==> src/rtl/keypad_matrix_scanner.sv <==
// 4x4 active-low key matrix scanner with a row synchroniser, whole-scan debounce
// and registered one-hot key outputs.
module keypad_matrix_scanner #(
    parameter int unsigned SCAN_DIV       = 1000,
    parameter int unsigned DEBOUNCE_SCANS = 4,
    parameter int unsigned CNT_W          = 16
) (
    input  logic        clk,
    input  logic        reset,
    input  logic [3:0]  row_in,
    output logic [3:0]  col_out,
    output logic [15:0] keys,
    output logic        key_valid,
    output logic        multi_key
);

    localparam int unsigned STW = $clog2(DEBOUNCE_SCANS + 1);
    localparam logic [CNT_W-1:0] CntLast   = CNT_W'(SCAN_DIV - 1);
    localparam logic [STW-1:0]   StableMax = STW'(DEBOUNCE_SCANS);

    typedef enum logic [1:0] {StCol0, StCol1, StCol2, StCol3} col_e;

    col_e             col_q, col_d;
    logic [CNT_W-1:0] cnt_q, cnt_d;
    logic [3:0]       row_meta_q, row_sync_q, rows_pressed;
    logic [15:0]      raw_q, raw_d, prev_q, prev_d, deb_q, deb_d, scan_vec;
    logic [15:0]      keys_d;
    logic [STW-1:0]   stable_q, stable_d;
    logic             key_valid_d, multi_key_d, slot_end, scan_end, deb_onehot;

    assign rows_pressed = ~row_sync_q;
    assign slot_end     = (cnt_q == CntLast);
    assign scan_end     = slot_end && (col_q == StCol3);

    // Column FSM and slot counter
    always_comb begin
        col_d   = col_q;
        cnt_d   = cnt_q + CNT_W'(1);
        col_out = 4'b1110;
        unique case (col_q)
            StCol0: col_out = 4'b1110;
            StCol1: col_out = 4'b1101;
            StCol2: col_out = 4'b1011;
            StCol3: col_out = 4'b0111;
        endcase
        if (slot_end) begin
            cnt_d = '0;
            unique case (col_q)
                StCol0: col_d = StCol1;
                StCol1: col_d = StCol2;
                StCol2: col_d = StCol3;
                StCol3: col_d = StCol0;
            endcase
        end
    end

    // Scan assembly and debounce; scan_vec already holds the rows of the current column
    always_comb begin
        raw_d    = raw_q;
        prev_d   = prev_q;
        stable_d = stable_q;
        deb_d    = deb_q;
        scan_vec = raw_q;
        unique case (col_q)
            StCol0: scan_vec[3:0]   = rows_pressed;
            StCol1: scan_vec[7:4]   = rows_pressed;
            StCol2: scan_vec[11:8]  = rows_pressed;
            StCol3: scan_vec[15:12] = rows_pressed;
        endcase
        if (slot_end) begin
            raw_d = scan_vec;
        end
        if (scan_end) begin
            if (scan_vec != prev_q) begin
                prev_d   = scan_vec;
                stable_d = '0;
            end else if (stable_q < StableMax) begin
                stable_d = stable_q + STW'(1);
                if (stable_d == StableMax) begin
                    deb_d = scan_vec;
                end
            end
        end
    end

    always_comb begin
        deb_onehot  = (deb_q != '0) && ((deb_q & (deb_q - 16'd1)) == '0);
        keys_d      = deb_onehot ? deb_q : '0;
        multi_key_d = (deb_q != '0) && !deb_onehot;
        key_valid_d = (keys_d != keys) && (keys_d != '0);
    end

    always_ff @(posedge clk or posedge reset) begin
        if (reset) begin
            col_q      <= StCol0;
            cnt_q      <= '0;
            row_meta_q <= '0;
            row_sync_q <= '0;
            raw_q      <= '0;
            prev_q     <= '0;
            stable_q   <= '0;
            deb_q      <= '0;
            keys       <= '0;
            key_valid  <= 1'b0;
            multi_key  <= 1'b0;
        end else begin
            col_q      <= col_d;
            cnt_q      <= cnt_d;
            row_meta_q <= row_in;
            row_sync_q <= row_meta_q;
            raw_q      <= raw_d;
            prev_q     <= prev_d;
            stable_q   <= stable_d;
            deb_q      <= deb_d;
            keys       <= keys_d;
            key_valid  <= key_valid_d;
            multi_key  <= multi_key_d;
        end
    end

endmodule

==> config.mk <==
export PLATFORM = sky130hd
export DESIGN_NAME = keypad_matrix_scanner
export DESIGN_NICKNAME = d
export VERILOG_FILES = /design/src/rtl/keypad_matrix_scanner.sv
export SDC_FILE = /design/constraint.sdc
export NUM_CORES = 1
export LEC_CHECK = 0
export BUFFER_PORTS_ARGS = -buffer_cell sky130_fd_sc_hd__clkbuf_2
export CORE_UTILIZATION = 40
export DETAILED_ROUTE_END_ITERATION = 6
export PLACE_DENSITY_LB_ADDON = 0.3
export SETUP_SLACK_MARGIN = 0.15
export SYNTH_ARGS = -nofsm -noshare
export SYNTH_HDL_FRONTEND = slang
export SYNTH_SLANG_ARGS = --single-unit
==> constraint.sdc <==
create_clock -name clk -period 2.9 [get_ports clk]
set_clock_uncertainty 0.1 [all_clocks]
set_input_delay 0.29 -clock clk [delete_from_list [all_inputs] [get_ports clk]]
set_output_delay 0.29 -clock clk [all_outputs]
set_load 0.05 [all_outputs]
==> results.json, run 1 <==
{
  "tightest_slew_ps": 769,
  "ys_ff_latch": 95,
  "synthArstFlopShare_pct": 100,
  "initial_core_util_pct": 41.5,
  "path_delay_family": "simple AND/OR/NAND/NOR gates",
  "clkPwrFrac_pct": 43.0,
  "power_mw": 2.46,
  "synth_nets": 435,
  "fin_setup_tns_ps": -28.1,
  "fin_crit_ps": 2930,
  "vdd_drop_max_uv": 309,
  "clockRootBuffer": "clkbuf_16",
  "routedWlPerCell_um": 15.5,
  "end_kind": "flop",
  "fin_nets": 519,
  "synth_edf_count": 0,
  "viasPerCell": 5.13,
  "grt_max_degree": 64,
  "fin_ws_ps": -28.1,
  "fmax_mhz": 342,
  "post-place-ws_ps": -188,
  "htreeDepth": 3,
  "grt_antenna_before_repair": 0,
  "crit_chain": "or4_4 -> nor4_4 -> nand2_1 -> a2111o_1 -> nor4_4 -> mux2i_1 -> a22o_1 -> o41a_1",
  "max-cap-violations": 0,
  "layout_common_cells": "94 x dfrtp_1, 55 x buf_4, 31 x nand2_1",
  "cts.sinks": 95,
  "r2r_cells": 8,
  "p_per_area_nw_per_um2": 414,
  "grt_pass1_vias": 3383,
  "cp-start-kind": "flop",
  "seqPwrFrac_pct": 54.6,
  "pwr-share-comb_pct": 2.4,
  "min_period_over_period_pct": 101,
  "holdCritPathClass": "reg2reg",
  "rsz0062_at_grt": "yes",
  "ys_seq_area_share_pct": 52.2,
  "syn_inst": 419,
  "path_buf_inv": 0,
  "fp.dieArea_um2": 11800,
  "ys.warnings.count": 0,
  "grt_first_pass_wirelength_um": 16700,
  "core_um2": 11000,
  "grt_overflow_total": 0,
  "holdPathStages": 0,
  "violations": "setup timing",
  "maxSlewHeadroom_pct": 48.6,
  "clk-insertion-delay-late_ps": 340,
  "run_status": "finished with violations",
  "numCtsBuffers": 9,
  "cp.depth": 8,
  "ioPinCount": 28,
  "clk_path_buf_depth": 2,
  "hold_viol": 0,
  "required_ps": 3020,
  "place_congestion": 0.797,
  "final_common_cell": "dfrtp_1",
  "layout-drive-gt1-share_pct": 33.5,
  "synthTopCellsByArea": "dfrtp_1 52%, mux2_2 6.9%, xnor2_1 5.2%",
  "cp_max_fo": 5,
  "yosysUniqueCellTypes": 44,
  "die-width_um": 109,
  "netlist.area_leader.share_pct": 52.2,
  "synth.cell_area_um2": 4560,
  "finalSetupViolCount": 1,
  "yosysTopAreaCell": "dfrtp_1",
  "cpPeakStageDelay_ps": 590,
  "routed_wirelength_um": 10000,
  "route.vias.total": 3321,
  "crit_type": "reg2reg",
  "place_hpwl_um": 6850,
  "final-max-slew-violation-count": 0,
  "synthFlopType": "dfrtp_1",
  "leakage_nw": 2.81,
  "port-buffer-count": 27,
  "firstDrtPassIters": 4,
  "critical-path-slowest-cell": "or4_4",
  "cpMostUsedCell": "nor4_4",
  "track_usage_pct": 18.4,
  "placementRows": 38,
  "drcViolationCount": 0,
  "n_antenna_cell": 0,
  "post-route-util_pct": 54.1,
  "p_switching_uw": 526,
  "intPower_mw": 1.93,
  "cp_data_arrival_time_ps": 3050,
  "clk_pin_slew_ps": 60,
  "switching_share_pct": 21.4,
  "cts_tree": "yes",
  "avgSynthCellArea_um2": 10.9,
  "syn2layout_area_growth_pct": 30.5,
  "drt_iter0_drc": 171,
  "die_h_um": 109,
  "ant_nets": 0
}
[metrics by stage]
step	area [µm²]	std cells	hold WS (ps)
finish	5950	648	249
global route	5950	648	263
CTS	5720	638	255
detailed placement	5270	615	241
global placement	5270	615	233
floorplan	4670	419	221
[power groups by stage]
stage	clock [mW]	sequential [mW]	combinational (mW)
after floorplan	0	1.36	0.0333
after CTS	1.09	1.34	0.0540
after global routing	1.15	1.34	0.0666
after detailed placement	0	1.37	0.0469
final	1.06	1.34	0.0585
after global placement	0	1.37	0.0460
[cells by family (layout without fill, tap and decap cells)]
logic type,after synthesis,after routing,synth area share (%)
XOR/XNOR,40,40,7.69
AND/OR/NAND/NOR,128,129,15.2
multiplexers,43,43,10.2
adder cells (fa/ha/maj),12,12,3.19
flip-flops,95,95,52.2
AO/OA/AOI/OAI,58,58,7.97
buffers and inverters,43,131,3.54
[layout make-up]
type                            instances  area (µm²)
Fill cell                             957        5040
Multi-Input combinational cell        282        2390
Sequential cell                        95        2380
Timing Repair Buffer                   90         641
Clock buffer                           13         240
Tap cell                              140         175
Inverter                               25         101
Clock inverter                          3        20.0
[synth_stat cells (all sizes together) (3+ instances only)]
cell type,n
dfrtp,95
nand2,32
o21ai,31
mux2,28
nor2,28
xnor2,27
inv,25
clkbuf,18
mux2i,15
and2,14
xor2,13
ha,10
nand3,10
nor3,10
nor4,7
a211oi,5
nand4,5
a31oi,4
nand2b,4
o31ai,4
or2,3
or3,3
[path summary, 6_finish.rpt]
kind | startpoint | slack, ps | end
max in group asynchronous | reset | 1400 | col_q[0]
setup reg to reg | deb_q[4] | -30 | key_valid
hold / removal | row_meta_q[3] | 250 | row_sync_q[3]
setup / recovery | deb_q[4] | -30 | key_valid
hold reg to reg | row_meta_q[3] | 250 | row_sync_q[3]
min in group asynchronous | reset | 520 | keys[1]
[state kept, by name, summed over array words and instances (netlist names)]
| register | count |
|---|---|
| key_valid | 1 |
| cnt_q | 16 |
| stable_q | 3 |
| multi_key | 1 |
| prev_q | 16 |
| deb_q | 16 |
| row_meta_q | 4 |
| raw_q | 16 |
| keys | 16 |
| col_q | 2 |
| row_sync_q | 4 |
[repair_timing]
item | 4_1_cts | 5_1_grt
hold buffers | 5 | 0
cloned | 1 | 0
endpoints found under the setup margin | 30 | 19
endpoints found under the hold margin | 36 | 0
resized for setup | 28 | 35
pin swaps | 6 | 6
setup buffers | 1 | 10
[routing by layer]
metal / part of all wire, % / GRT usage [%]
met4: 1.0 / 5.98
met2: 49 / 31.2
met5: 0 / 0
met3: 2.6 / 3.95
met1: 47 / 23.4
Power figures use the tool's default switching activity.
==> run 2: changes to the inputs <==
CORE_MARGIN = 3   (was unset)
==> run 2 against run 1 <==
The run ends with hold timing, setup timing left. Cell area is 2.3% higher. Fmax is 1.1% lower. Register-to-register slack worse by 30 ps. Sequential share of layout area is 0.90 points lower. Non-clock buffer count is 11 higher. Hold slack worse by 250 ps. Clock-buffer cell count is 4 lower. Critical endpoint unchanged. Largest cell class is now sequential cells. Largest power group unchanged.
==> results.json, run 2 (synthesis results as in run 1) <==
{
  "end_kind": "flop",
  "clk_pin_slew_ps": 70,
  "fin_area_um2": 6080,
  "ioPinCount": 28,
  "final-seq-area_um2": 2380,
  "required_ps": 3030,
  "core_um2": 11000,
  "critical-path-slowest-cell": "or4_4",
  "n_antenna_cell": 0,
  "clk_path_buf_depth": 2,
  "clockRootBuffer": "clkbuf_16",
  "power_mw": 2.54,
  "path_delay_family": "simple AND/OR/NAND/NOR gates",
  "layout_common_cells": "94 x dfrtp_1, 60 x buf_4, 31 x nand2_1",
  "post-place-ws_ps": -153,
  "maxSlewHeadroom_pct": 42.8,
  "port-buffer-count": 27,
  "fin_hold_ws_ps": -0.125,
  "place_congestion": 0.788,
  "p_per_area_nw_per_um2": 417,
  "routedWlPerCell_um": 15.6,
  "min_period_over_period_pct": 102,
  "fin_ws_ps": -59.5,
  "fmax_mhz": 338,
  "place_hpwl_um": 6990,
  "htreeDepth": 3,
  "cp.depth": 8,
  "numCtsBuffers": 9,
  "clk-insertion-delay-late_ps": 340,
  "initial_core_util_pct": 41.5,
  "hold_viol": 1,
  "crit_type": "reg2reg",
  "die_h_um": 113,
  "finalSetupViolCount": 1,
  "place_area_um2": 5280,
  "holdCritPathClass": "in2async",
  "grt_first_pass_wirelength_um": 16500,
  "cts.sinks": 95,
  "leakage_nw": 2.87,
  "vdd_drop_max_uv": 424,
  "fin_nets": 529,
  "cp-start-kind": "flop",
  "cp_max_fo": 5,
  "drcViolationCount": 0,
  "route.vias.total": 3381,
  "run_status": "finished with violations",
  "fin_crit_ps": 2960,
  "track_usage_pct": 16.0,
  "crit_chain": "or4_4 -> nor4_4 -> nand2_1 -> a2111o_1 -> nor4_4 -> mux2i_1 -> a22o_1 -> o41a_1",
  "rsz0062_at_grt": "yes",
  "post-route-util_pct": 55.4,
  "tightest_slew_ps": 857,
  "multi_input_area_um2": 2360,
  "fp.dieArea_um2": 12700,
  "grt_pass1_vias": 3371,
  "final-max-slew-violation-count": 0,
  "r2r_cells": 8,
  "cpMostUsedCell": "nor4_4",
  "max-cap-violations": 0,
  "violations": "hold timing, setup timing",
  "final_common_cell": "dfrtp_1",
  "die-width_um": 113,
  "ant_nets": 0,
  "cp_data_arrival_time_ps": 3090,
  "layout-drive-gt1-share_pct": 35.9,
  "placementRows": 38,
  "syn2layout_area_growth_pct": 33.5,
  "grt_overflow_total": 0,
  "path_buf_inv": 0,
  "fin_setup_tns_ps": -59.5,
  "cts_tree": "yes",
  "fill_cells": 920,
  "cpPeakStageDelay_ps": 580,
  "grt_antenna_before_repair": 0,
  "viasPerCell": 5.14,
  "routed_wirelength_um": 10200,
  "grt_max_degree": 47,
  "drt_iter0_drc": 118,
  "firstDrtPassIters": 4
}
-- run 2: worst register-to-register path: cells and delay by family, from the launching register on --
family / cells / cell delay [ps]
AND/OR/NAND/NOR: 4 / 1220
flip-flops: 1 / 380
multiplexers: 1 / 140
AO/OA/AOI/OAI: 3 / 1010
-- run 2: path summary, 6_finish.rpt --
| path | to | slack (ps) | startpoint |
|---|---|---|---|
| worst max-delay path | key_valid | -60 | deb_q[4] |
| worst max register to register | key_valid | -60 | deb_q[4] |
| worst min-delay path | deb_q[5] | -0.1 | reset |
| worst min register to register | row_sync_q[1] | 250 | row_meta_q[1] |
| max in group asynchronous | col_q[0] | 2010 | reset |
| min in group clk | row_sync_q[1] | 250 | row_meta_q[1] |
-- run 2: final cells by class --
class                   instances  area share [%]
well taps                     140            2.88
flip-flops and latches         95            39.1
clock inverters                 7           0.987
clock buffers                   9            3.70
repair buffers                101            12.8
inverters                      25            1.67
multi-input cells             281            38.9
-- run 2: layer usage --
layer  global-route usage, %  routed length, µm
met1                    20.7               4620
met2                    26.5               5070
met3                    4.92                415
met4                    4.01                125
met5                       0                  0
-- run 2: report_power, final --
part	internal (mW)	leakage (nW)	switching (mW)	total, mW
Clock	0.600	0.143	0.538	1.14
Combinational	0.0213	1.43	0.0352	0.0565
Sequential	1.33	1.29	0.0133	1.34
Total	1.95	2.87	0.587	2.54
-- run 2: per-stage QoR --
stage                     hold WS (ps)  std cells
after floorplan                    221        419
after global placement             232        615
after detailed placement           236        615
after CTS                         19.1        647
after global routing              75.1        658
final                           -0.125        658
-- run 2: repair_timing --
item / in CTS / in global routing
pin swaps: 5 / 8
setup endpoints to repair: 30 / 35
gates resized for setup: 24 / 34
hold endpoints to repair: 4 / 0
cloned: 0 / 1
hold buffers: 4 / 0
setup buffers: 12 / 10
==> run 3: changes to the inputs <==
CELL_PAD_IN_SITES_DETAIL_PLACEMENT = 1   (was unset)
CELL_PAD_IN_SITES_GLOBAL_PLACEMENT = 1   (was unset)
MAX_ROUTING_LAYER = met4   (was unset)
==> run 3 against run 2 <==
The flow finishes with violations (setup timing). Clock-buffer cell count is 3 higher. Largest cell class unchanged. Critical endpoint unchanged. Die area stayed put. Utilization is 1.4 points lower. Flip-flop and latch count stayed put. Sequential power hardly changed.
==> results.json, run 3 (synthesis results as in run 1) <==
{
  "viasPerCell": 5.11,
  "layout.cells.non_filler": 652,
  "dp.cells": 622,
  "routed_wirelength_um": 10900,
  "final_common_cell": "dfrtp_1",
  "rsz0062_at_grt": "yes",
  "ant_nets": 0,
  "vdd_drop_max_uv": 293,
  "crit_chain": "or4_4 -> nor4_4 -> nand2_1 -> a2111o_1 -> nor3_4 -> inv_2 -> nor2_1 -> o22ai_2 -> o41a_1",
  "numCtsBuffers": 9,
  "critical-path-slowest-cell": "or4_4",
  "path_delay_family": "simple AND/OR/NAND/NOR gates",
  "place_congestion": 0.793,
  "fin_crit_ps": 3030,
  "final-seq-area_um2": 2380,
  "drcViolationCount": 0,
  "htreeDepth": 3,
  "grt_overflow_total": 0,
  "layout-drive-gt1-share_pct": 35.2,
  "drt_iter0_drc": 118,
  "clockRootBuffer": "clkbuf_16",
  "p_per_area_nw_per_um2": 438,
  "place_hpwl_um": 7790,
  "syn2layout_area_growth_pct": 30.1,
  "cts_tree": "yes",
  "run_status": "finished with violations",
  "grt_max_degree": 41,
  "clk_path_buf_depth": 2,
  "maxSlewHeadroom_pct": 39.1,
  "fin_setup_tns_ps": -131,
  "crit_type": "reg2reg",
  "routedWlPerCell_um": 16.8,
  "clk-insertion-delay-late_ps": 340,
  "post-place-ws_ps": -254,
  "fp.dieArea_um2": 12700,
  "clk_pin_slew_ps": 70,
  "cpPeakStageDelay_ps": 580,
  "power_mw": 2.60,
  "leakage_nw": 2.80,
  "tightest_slew_ps": 912,
  "die-width_um": 113,
  "die_h_um": 113,
  "grt_pass1_vias": 3586,
  "placementRows": 38,
  "finalSetupViolCount": 1,
  "fin_ws_ps": -131,
  "grt_antenna_before_repair": 0,
  "grt_first_pass_wirelength_um": 18500,
  "end_kind": "flop",
  "multi_input_area_um2": 2290,
  "holdCritPathClass": "in2async",
  "hold_viol": 0,
  "route.vias.total": 3329,
  "cp-start-kind": "flop",
  "cts.sinks": 95,
  "cp_max_fo": 4,
  "final-max-slew-violation-count": 0,
  "min_period_over_period_pct": 105,
  "required_ps": 3020,
  "firstDrtPassIters": 4,
  "fmax_mhz": 330,
  "ioPinCount": 28,
  "max-cap-violations": 0,
  "path_buf_inv": 1,
  "layout_common_cells": "95 x dfrtp_1, 60 x buf_4, 31 x nand2_1",
  "initial_core_util_pct": 41.5,
  "track_usage_pct": 18.6,
  "fill_cells": 1181,
  "n_antenna_cell": 0,
  "violations": "setup timing",
  "cp_data_arrival_time_ps": 3150,
  "core_um2": 11000,
  "port-buffer-count": 27,
  "fin_nets": 524
}
## run 3: changes by cell type in the layout (fill, tap and decap cells not counted), moves of 2 or more
cell	change
inv_6	-4
xnor2_1	+2
o21ai_2	+2
buf_12	-2
mux2_4	-14
mux2i_4	-3
mux2_2	+14
o21ai_4	-2
mux2i_2	+4
buf_6	-3
clkbuf_8	+2
xnor2_2	-2
## run 3: final cells by class
| class | instances | area share (%) |
|---|---|---|
| clock buffer | 12 | 4.33 |
| clock inverter | 3 | 0.718 |
| inverter | 25 | 1.71 |
| multi-input combinational | 282 | 38.7 |
| sequential | 95 | 40.1 |
| tap | 140 | 2.96 |
| timing repair buffer | 95 | 11.5 |
## run 3: metrics by stage
step                hold WS (ps)  util (%)  instance area, µm²
detailed placement           236      48.4                5320
global placement             232      48.4                5320
floorplan                    221         -                4670
finish                      23.0      54.0                5930
CTS                         43.2      52.8                5800
global route                95.1      54.0                5930
## run 3: power by group
group / switching (mW) / leakage (nW) / internal [mW]
Clock: 0.487 / 0.145 / 0.710
Combinational: 0.0374 / 1.36 / 0.0227
Sequential: 0.0111 / 1.29 / 1.33
Total: 0.535 / 2.80 / 2.06
## run 3: worst register-to-register path: cells and delay by family, from the launching register on
family / cells / cell delay [ps]
AND/OR/NAND/NOR: 5 / 1310
buffers and inverters: 1 / 100
flip-flops: 1 / 380
AO/OA/AOI/OAI: 3 / 1040
## run 3: layer usage
metal  track usage, %  routed length [µm]  part of all wire [%]
met1             23.7                4940                    45
met2             30.5                5510                    50
met3             3.21                 272                   2.5
met4             5.77                 208                   1.9
met5                -                   0                     0
## run 3: repair_timing
action | CTS | global route
gates cloned | 1 | 0
gates resized for setup | 22 | 17
setup endpoints to repair | 30 | 39
pin swaps | 8 | 6
hold endpoints to repair | 4 | 0
buffers inserted | 5 | 5
hold buffers | 4 | 0
## run 3: final timing paths
path	depth (start not counted)	from	slack, ps	endpoint
max in group asynchronous	3	reset	1940	keys[4]
min reg2reg	0	row_meta_q[0]	250	row_sync_q[0]
min in group clk	0	row_meta_q[0]	250	row_sync_q[0]
min	2	reset	20	cnt_q[15]
max	9	deb_q[0]	-130	key_valid
max reg2reg	9	deb_q[0]	-130	key_valid
